--- src/rtl/sp_writeback_ctrl_pkg.sv ---
// sp_writeback_ctrl_pkg: shared accelerator constants, FSM state type and width helpers
package sp_writeback_ctrl_pkg;
  localparam int DATA_WIDTH_DEF = 32;
  localparam int BUS_WIDTH_DEF = 64;
  localparam int MAX_DIM = BUS_WIDTH_DEF / DATA_WIDTH_DEF;
  localparam int ELEM_WIDTH = 2 * DATA_WIDTH_DEF;
  typedef enum logic [1:0] {IDLE, COLLECT, WRITE, DONE} state_t;
  function automatic int max_dim(int bus, int data);
    return bus / data;
  endfunction
  function automatic int elem_width(int data);
    return 2 * data;
  endfunction
endpackage

--- src/rtl/sp_wb_index_cnt.sv ---
// sp_wb_index_cnt: row-major row/col walker producing the buffer slot index
module sp_wb_index_cnt #(
  parameter int MD = 2,
  parameter int DIM_W = 2,
  parameter int SLOT_W = 2
) (
  input  logic              clk,
  input  logic              rst,
  input  logic              clear,
  input  logic              advance,
  input  logic [DIM_W-1:0]  dim_m,
  output logic [DIM_W-1:0]  row,
  output logic [DIM_W-1:0]  col,
  output logic [SLOT_W-1:0] slot
);
  always_ff @(posedge clk) begin
    if (rst || clear) begin
      row <= '0;
      col <= '0;
    end else if (advance) begin
      col <= (col == dim_m - 1'b1) ? '0 : col + 1'b1;
      row <= (col == dim_m - 1'b1) ? row + 1'b1 : row;
    end
  end
  assign slot = SLOT_W'(int'(row) * MD + int'(col));
endmodule

--- src/rtl/sp_writeback_ctrl.sv ---
// sp_writeback_ctrl: gathers matmul result elements into a packed matrix and issues one scratchpad write
module sp_writeback_ctrl
  import sp_writeback_ctrl_pkg::*;
#(
  parameter int SP_NTARGETS = 4,
  parameter int DATA_WIDTH = DATA_WIDTH_DEF,
  parameter int BUS_WIDTH = BUS_WIDTH_DEF,
  parameter int ADDR_WIDTH = 32
) (
  input  logic                                     clk_i,
  input  logic                                     rst_i,
  input  logic                                     start_i,
  input  logic [$clog2(SP_NTARGETS)-1:0]           sp_number_i,
  input  logic [$clog2(BUS_WIDTH/DATA_WIDTH):0]    dim_n_i,
  input  logic [$clog2(BUS_WIDTH/DATA_WIDTH):0]    dim_m_i,
  input  logic                                     elem_valid_i,
  input  logic [2*DATA_WIDTH-1:0]                  elem_data_i,
  output logic                                     elem_ready_o,
  output logic                                     sp_write_enable_o,
  output logic [$clog2(SP_NTARGETS)-1:0]           sp_number_o,
  output logic [ADDR_WIDTH-1:0]                    sp_address_o,
  output logic [(BUS_WIDTH/DATA_WIDTH)*(BUS_WIDTH/DATA_WIDTH)*2*DATA_WIDTH-1:0] c_matrix_o,
  output logic                                     busy_o,
  output logic                                     done_o,
  output logic                                     err_o
);
  localparam int MD = max_dim(BUS_WIDTH, DATA_WIDTH);
  localparam int EW = elem_width(DATA_WIDTH);
  localparam int DW = $clog2(MD) + 1;
  localparam int SW = (MD > 1) ? $clog2(MD * MD) : 1;
  state_t state;
  logic [DW-1:0] dn, dm, row, col;
  logic [SW-1:0] slot;
  logic legal, accept, hs, last;
  assign legal = (dim_n_i != '0) && (dim_n_i <= DW'(MD)) && (dim_m_i != '0) && (dim_m_i <= DW'(MD));
  assign accept = start_i && legal && (state == IDLE);
  assign hs = elem_valid_i && (state == COLLECT);
  assign last = (row == dn - 1'b1) && (col == dm - 1'b1);
  assign elem_ready_o = (state == COLLECT);
  assign sp_write_enable_o = (state == WRITE);
  assign done_o = (state == DONE);
  assign busy_o = (state != IDLE);
  assign sp_address_o = '0;
  sp_wb_index_cnt #(.MD(MD), .DIM_W(DW), .SLOT_W(SW)) u_idx (
    .clk(clk_i),
    .rst(rst_i),
    .clear(accept),
    .advance(hs),
    .dim_m(dm),
    .row(row),
    .col(col),
    .slot(slot)
  );
  always_ff @(posedge clk_i) begin
    if (rst_i) begin
      state <= IDLE;
      c_matrix_o <= '0;
      sp_number_o <= '0;
      dn <= '0;
      dm <= '0;
      err_o <= 1'b0;
    end else begin
      // any start that cannot be accepted is flagged but never disturbs a running job
      err_o <= start_i && !accept;
      case (state)
        IDLE: if (accept) begin
          state <= COLLECT;
          sp_number_o <= sp_number_i;
          dn <= dim_n_i;
          dm <= dim_m_i;
          c_matrix_o <= '0;
        end
        COLLECT: if (hs) begin
          c_matrix_o[int'(slot)*EW +: EW] <= elem_data_i;
          if (last) state <= WRITE;
        end
        WRITE: state <= DONE;
        default: state <= IDLE;
      endcase
    end
  end
endmodule

--- config.mk ---
export PLATFORM = sky130hd
export DESIGN_NAME = sp_writeback_ctrl
export DESIGN_NICKNAME = d
export VERILOG_FILES = /design/src/rtl/sp_writeback_ctrl_pkg.sv /design/src/rtl/sp_wb_index_cnt.sv /design/src/rtl/sp_writeback_ctrl.sv
export SDC_FILE = /design/constraint.sdc
export NUM_CORES = 1
export LEC_CHECK = 0
export BUFFER_PORTS_ARGS = -buffer_cell sky130_fd_sc_hd__buf_2
export CAP_MARGIN = 20
export CORE_UTILIZATION = 45
export DETAILED_ROUTE_END_ITERATION = 6
export PLACE_DENSITY_LB_ADDON = 0.05
export REMOVE_ABC_BUFFERS = 1
export SKIP_CTS_REPAIR_TIMING = 1
export SLEW_MARGIN = 20
export SYNTH_ARGS = -nofsm -noshare
export SYNTH_HDL_FRONTEND = slang
export SYNTH_SLANG_ARGS = --single-unit
export TNS_END_PERCENT = 5
--- constraint.sdc ---
create_clock -name clk_i -period 1.8 [get_ports clk_i]
set_input_delay 0.27 -clock clk_i [delete_from_list [all_inputs] [get_ports clk_i]]
set_output_delay 0.27 -clock clk_i [all_outputs]
set_load 0.02 [all_outputs]
Word-level counts from Yosys, hierarchy flattened:

Cells that the tools add are included.

* register bits after elaboration: 269
* bits in latches: 0
* RAM bits: 0
* ROM bits: 0
* input bits: 74
* output and inout port bits: 295
* word-level logic and storage cells: 54
* memories: 0

* add/subtract/negate cells: 6
* $mul: 0
* divide/modulo/power cells: 0
* $lt $le $gt $ge: 2
* equality and inequality tests: 8
* shift-type cells: 2
* multiplexer cells: 9
* bitwise operators: 0
* reductions and logical operators: 19

Operators with widths (count)
* $mux 256: 2
* $pmux 256 s2: 1
* $bwmux 256: 1
* $shift 64x33->256 const A: 1
* $shiftx 64x33->256: 1
* $neg 8->33: 1
* $logic_and 1x1->1: 8
* $mux 2: 4
* $reduce_bool 2->1: 4
* $pmux 2 s3: 1
* $reduce_and 3->1: 2
* $add 2x1->2 const B: 2
* $eq 2x2->1: 2
* $eq 2x2->1 const B: 2
* $le 2x2->1 const B: 2
* $ne 2x1->1 const B: 2
* $reduce_and 2->1: 2
* $sub 2x1->2 const B: 2
* $add 2x2->2: 1
* $eq 2x1->1 const B: 1
* $logic_not 2->1: 1
* $ne 2x2->1 const B: 1
* $logic_not 1->1: 1
* $logic_or 1x1->1: 1

Depth between registers and ports, before layout:

* depth after elaboration: 8
* depth in mapped cells: 10
* gate-level depth less buffers: 7

By module:

Synthesis repeated with hierarchy kept, for this count alone.

* cell total of the unflattened synthesis: 1274
* area total of the unflattened synthesis: 10676.5 um^2

Modules (own cells, without submodules)
* sp_writeback_ctrl: instances 1, cells each 1247, area an instance 10423.7 um^2, seq. area each 5305.1 um^2
* sp_wb_index_cnt: instances 1, cells each 27, area an instance 252.7 um^2, seq. area each 80.1 um^2

Least setup slack after synthesis:

Ideal clock, no wire load.

* path type: flip-flop to flip-flop
* start point: register u_idx.col[1]
* end point: register c_matrix_o[10]
* library setup time: 0.070 ns
* arrival: 1.944 ns
* data required time: 1.730 ns
* slack: -0.214 ns
* cell stages (with the launch flop): 8
* buffers on the path: 2
* period minus slack after synthesis: 2.014 ns
* cell sequence: dfxtp_1 > xnor2_1 > ha_1 > nor4bb_1 > buf_1 > clkbuf_1 > nand3_1 > a21oi_1

* longest elaborated chain between the ends: 6
* elaborated cells between the ends (all ways): 7
* those cells by class: add/sub: 2; shift: 2; mux: 3

RTL lines
* from (decl): RTL line sp_wb_index_cnt.sv:13 `output logic [DIM_W-1:0] col,`
* from (signal assigned): RTL line sp_wb_index_cnt.sv:21 `col <= (col == dim_m - 1'b1) ? '0 : col + 1'b1;`
* $add 2x2->2 (*): RTL line sp_wb_index_cnt.sv:25 `assign slot = SLOT_W'(int'(row) * MD + int'(col));`
* $neg 8->33 (*): RTL line sp_writeback_ctrl.sv:74 `c_matrix_o[int'(slot)*EW +: EW] <= elem_data_i;`
* $shiftx 64x33->256 or $shift 64x33->256 (tied branches): RTL line sp_writeback_ctrl.sv:74
* $bwmux 256 (*): RTL line sp_writeback_ctrl.sv:74
* $mux 256 (*): RTL line sp_writeback_ctrl.sv:73 `COLLECT: if (hs) begin`
* $pmux 256 s2 (*): RTL line sp_writeback_ctrl.sv:65 `case (state)`
* to (signal, indexed assignment): RTL line sp_writeback_ctrl.sv:74
* to (decl): RTL line sp_writeback_ctrl.sv:22 `output logic [(BUS_WIDTH/DATA_WIDTH)*(BUS_WIDTH/DATA_WIDTH)*2*DATA_WIDTH-1:0] c_matrix_o,`

Mark *: on every way between the ends. The rest lies on a longest branch, timed or not. The select of a mux whose other input is x is not followed.
A chain may end at the register's enable or synchronous reset.

Worst setup path in the final report:

* start point: register u_idx.row[0]
* end point: register c_matrix_o[9]

* longest elaborated chain between the ends: 6
* elaborated cells between the ends (all ways): 7
* those cells by class: add/sub: 2; shift: 2; mux: 3

RTL lines
* from (decl): RTL line sp_wb_index_cnt.sv:12 `output logic [DIM_W-1:0] row,`
* from (signal assigned): RTL line sp_wb_index_cnt.sv:22 `row <= (col == dim_m - 1'b1) ? row + 1'b1 : row;`
* $add 2x2->2 (*): RTL line sp_wb_index_cnt.sv:25
* $neg 8->33 (*): RTL line sp_writeback_ctrl.sv:74
* $shiftx 64x33->256 or $shift 64x33->256 (tied branches): RTL line sp_writeback_ctrl.sv:74
* $bwmux 256 (*): RTL line sp_writeback_ctrl.sv:74
* $mux 256 (*): RTL line sp_writeback_ctrl.sv:73
* $pmux 256 s2 (*): RTL line sp_writeback_ctrl.sv:65

Marked as above.

==> impl_metrics.csv <==
group,metric,value,unit
drt,drt_iter0_markers,688,
placement,dp_slack,-0.1625,ns
layout,drive_gt1_frac,0.3446,
clocking,cts.sinks,269,
synth,synth_top_area_cell,"dfxtp_1",
power,power_frac_seq,0.318,
outcome,status,"finished, violations left",
critical_path,rrSetupSlack,-0.18,ns
floorplanning,dieArea,23810,sq um
synth,synthTopCellsByArea,"dfxtp_1 (52%), a21oi_1 (13%), nand3_1 (12%)",
synth,post_synth_num_cell_types,30,
layout,fin_util,0.6308,
global_route,met1_usage,0.3540,
outcome,violations,"setup timing",
clocking,clkSlewWorstSetupHoldPaths,0.06,ns
layout,areaGrowthSynthToFinish,37.25,%
placement,portBuffers,336,
clocking,tritoncts,"yes",
clocking,clk_latency,0.54,ns
critical_path,cp-end-kind,"register",
global_route,grt_usage,0.2761,
floorplanning,fp.dieW,154.3,um
drt,num_vias,10310,
drt,firstDrtPassIters,5,
synth,yosysSeqAreaShare,0.5159,
timing,hold_viol_final,0,
power,swShare,0.3770,
power,p_comb_frac,0.380,
timing,hold_ws,0.003977,ns
power,peakVddDrop,1.020,mV
critical_path,criticalPathCategory,"reg -> reg",
clocking,numCtsBuffers,28,
timing,period_minus_slack,1.978,ns
critical_path,cp.arrival,2.45,ns
synth,yosysWarnings,0,
drt,avgViaCountPerCell,5.369,
timing,tns,-15.64,ns
power,p_int,12.12,mW
synth,synth_top_area_frac,0.5159,
clocking,cts_root_buf,"clkbuf_16",
global_route,grt_remaining_overflow,0,
global_route,grt_pass1_vias,9264,
timing,maxSlewViolCount,0,
critical_path,start_kind,"register",
synth,syn_avg_cell_area,8.219,sq um
power,p_clk_frac,0.302,
global_route,grtUsageMet2,0.4626,
floorplanning,die_h,154.3,um
placement,gp_congestion,0.8208,
global_route,busiest_layer,"met2",
power,p_total,19.45,mW
flow_run,drv_cap,0,
drt,drcViolationCount,0,
drt,routedWlPerCell,18.88,um
floorplanning,start_util,0.4596,
power,power_density,1358,nW/um^2
drt,ant_nets,0,
placement,place_inst,1848,
critical_path,worstPathMaxFanout,8,
power,p_sw,7.333,mW
critical_path,required,2.27,ns
min_path,hp-class,"in -> reg",
global_route,grt_pass1_wl,52610,um
synth,ys_async_sr_fraction,0,
clocking,cts_buffer_depth,3,
clocking,cts.htree.levels,1,
synth,synth_area,10440,sq um
synth,synth_edf_count,0,
floorplanning,rows,55,
floorplanning,boundaryPins,369,
layout,fin_nets,1696,
global_route,grt_max_degree,66,
synth,synthCells,1270,
timing,fin_ws,-0.1776,ns
timing,timing.final.crit_share,1.099,
timing,finClkSkew,0.009757,ns
timing,setup_violations,244,
placement,placed_area,12600,sq um
layout,stdcell_count,1920,
global_route,antenna_found_initial,1,
synth,yosys_register_bits,269,
layout,fin_area,14330,sq um
global_route,met3_usage,0.06528,
placement,dp_hpwl,22880,um
synth,synthFlopType,"dfxtp_1",
floorplanning,core-area,22710,sq um
timing,rsz0062_at_grt,"yes",
power,leakage,5.879,nW
drt,wl,36250,um
timing,max_freq,0.5057,GHz
[power groups by stage]
stage                     clock (mW)  sequential, mW  combinational [mW]
after global placement             0            6.31                6.61
final                           5.88            6.19                7.38
after CTS                       5.94            6.18                6.64
after floorplan                    0            6.42                2.44
after detailed placement           0            6.31                6.63
after global routing            6.20            6.20                7.78
[sequential cells by signal, summed over array words and instances, names as in the netlist]
name	flops
state	2
dn	2
u_idx.col	2
u_idx.row	2
sp_number_o	2
dm	2
c_matrix_o	256
err_o	1
[worst max-delay path: stages (launching register included)]
cell	delay, ns
dfxtp_4	0.36
xnor2_4	0.23
ha_4	0.26
nor4bb_4	0.36
buf_4	0.21
clkbuf_16	0.17
buf_6	0.11
nand3_2	0.07
a21oi_2	0.12
[synthesized netlist by cell type, types with 3 or more instances]
cell type	number
a211oi_1	3
a21o_1	4
a21oi_1	264
a21oi_4	4
buf_2	29
buf_4	32
buf_6	24
clkbuf_1	58
dfxtp_1	269
ha_1	9
inv_1	10
mux2i_1	6
nand2_1	259
nand2b_1	8
nand3_1	258
nor2_1	11
xnor2_1	3
xor2_1	4
[cell families after synthesis]
family	Yosys count	share of synthesized area
and+or+nand+nor	546	0.2340
AOI/OAI and AO/OA	278	0.1397
DFF	269	0.5159
buffers and inverters	154	0.08763
adders and majority gates	9	0.01079
xor gates and xnor gates	7	0.005874
muxes	6	0.005754
other	1	0.0003593
[placed cells by master (no fill, tap or decap), types with 2 or more instances in the layout]
master         Yosys  layout
clkbuf_8           0       8
buf_12             0      28
inv_1             10      10
a21oi_2            0      43
mux2i_1            6       5
dfxtp_2            0       2
buf_8              0       3
nand3_1          258     229
clkbuf_16          0      36
clkbuf_1          58       9
a211oi_1           3       3
ha_2               0       3
and4_4             0       2
conb_1             1      32
buf_6             24      13
buf_4             32      35
ha_1               9       5
a21oi_4            4       5
nand2b_1           8       8
nor2_1            11      11
a21oi_1          264     220
xor2_1             4       4
nand2_1          259     259
dfxtp_1          269     266
buf_2             29     335
bufinv_16          0       2
dlygate4sd3_1      0       3
nand3_2            0      29
clkinv_2           0       4
a21o_4             0       3
o21ai_0            2       2
[routing by layer]
metal,share of wire,vias to the layer above,wire [um]
met3,0.083,48,3013
met5,0,-,0
met1,0.42,4897,15050
li1,-,4933,-
met2,0.48,430,17390
met4,0.022,0,799
[worst paths after layout]
path | startpoint | to | cells after the start
max | u_idx.row[0] | c_matrix_o[9] | 8
min | elem_data_i[38] | c_matrix_o[230] | 3
max reg2reg | u_idx.row[0] | c_matrix_o[9] | 8
min reg2reg | c_matrix_o[206] | c_matrix_o[206] | 2
[cell type report]
cell class,instances,area (sq um)
Fill cell,2061,8384
Sequential cell,269,5391
Multi-Input combinational cell,879,4691
Timing Repair Buffer,425,2910
Clock buffer,45,855.8
Tap cell,285,356.6
Clock inverter,6,80.08
Inverter,10,37.54
Antenna cell,1,2.502
Power figures use the tool's default switching activity.
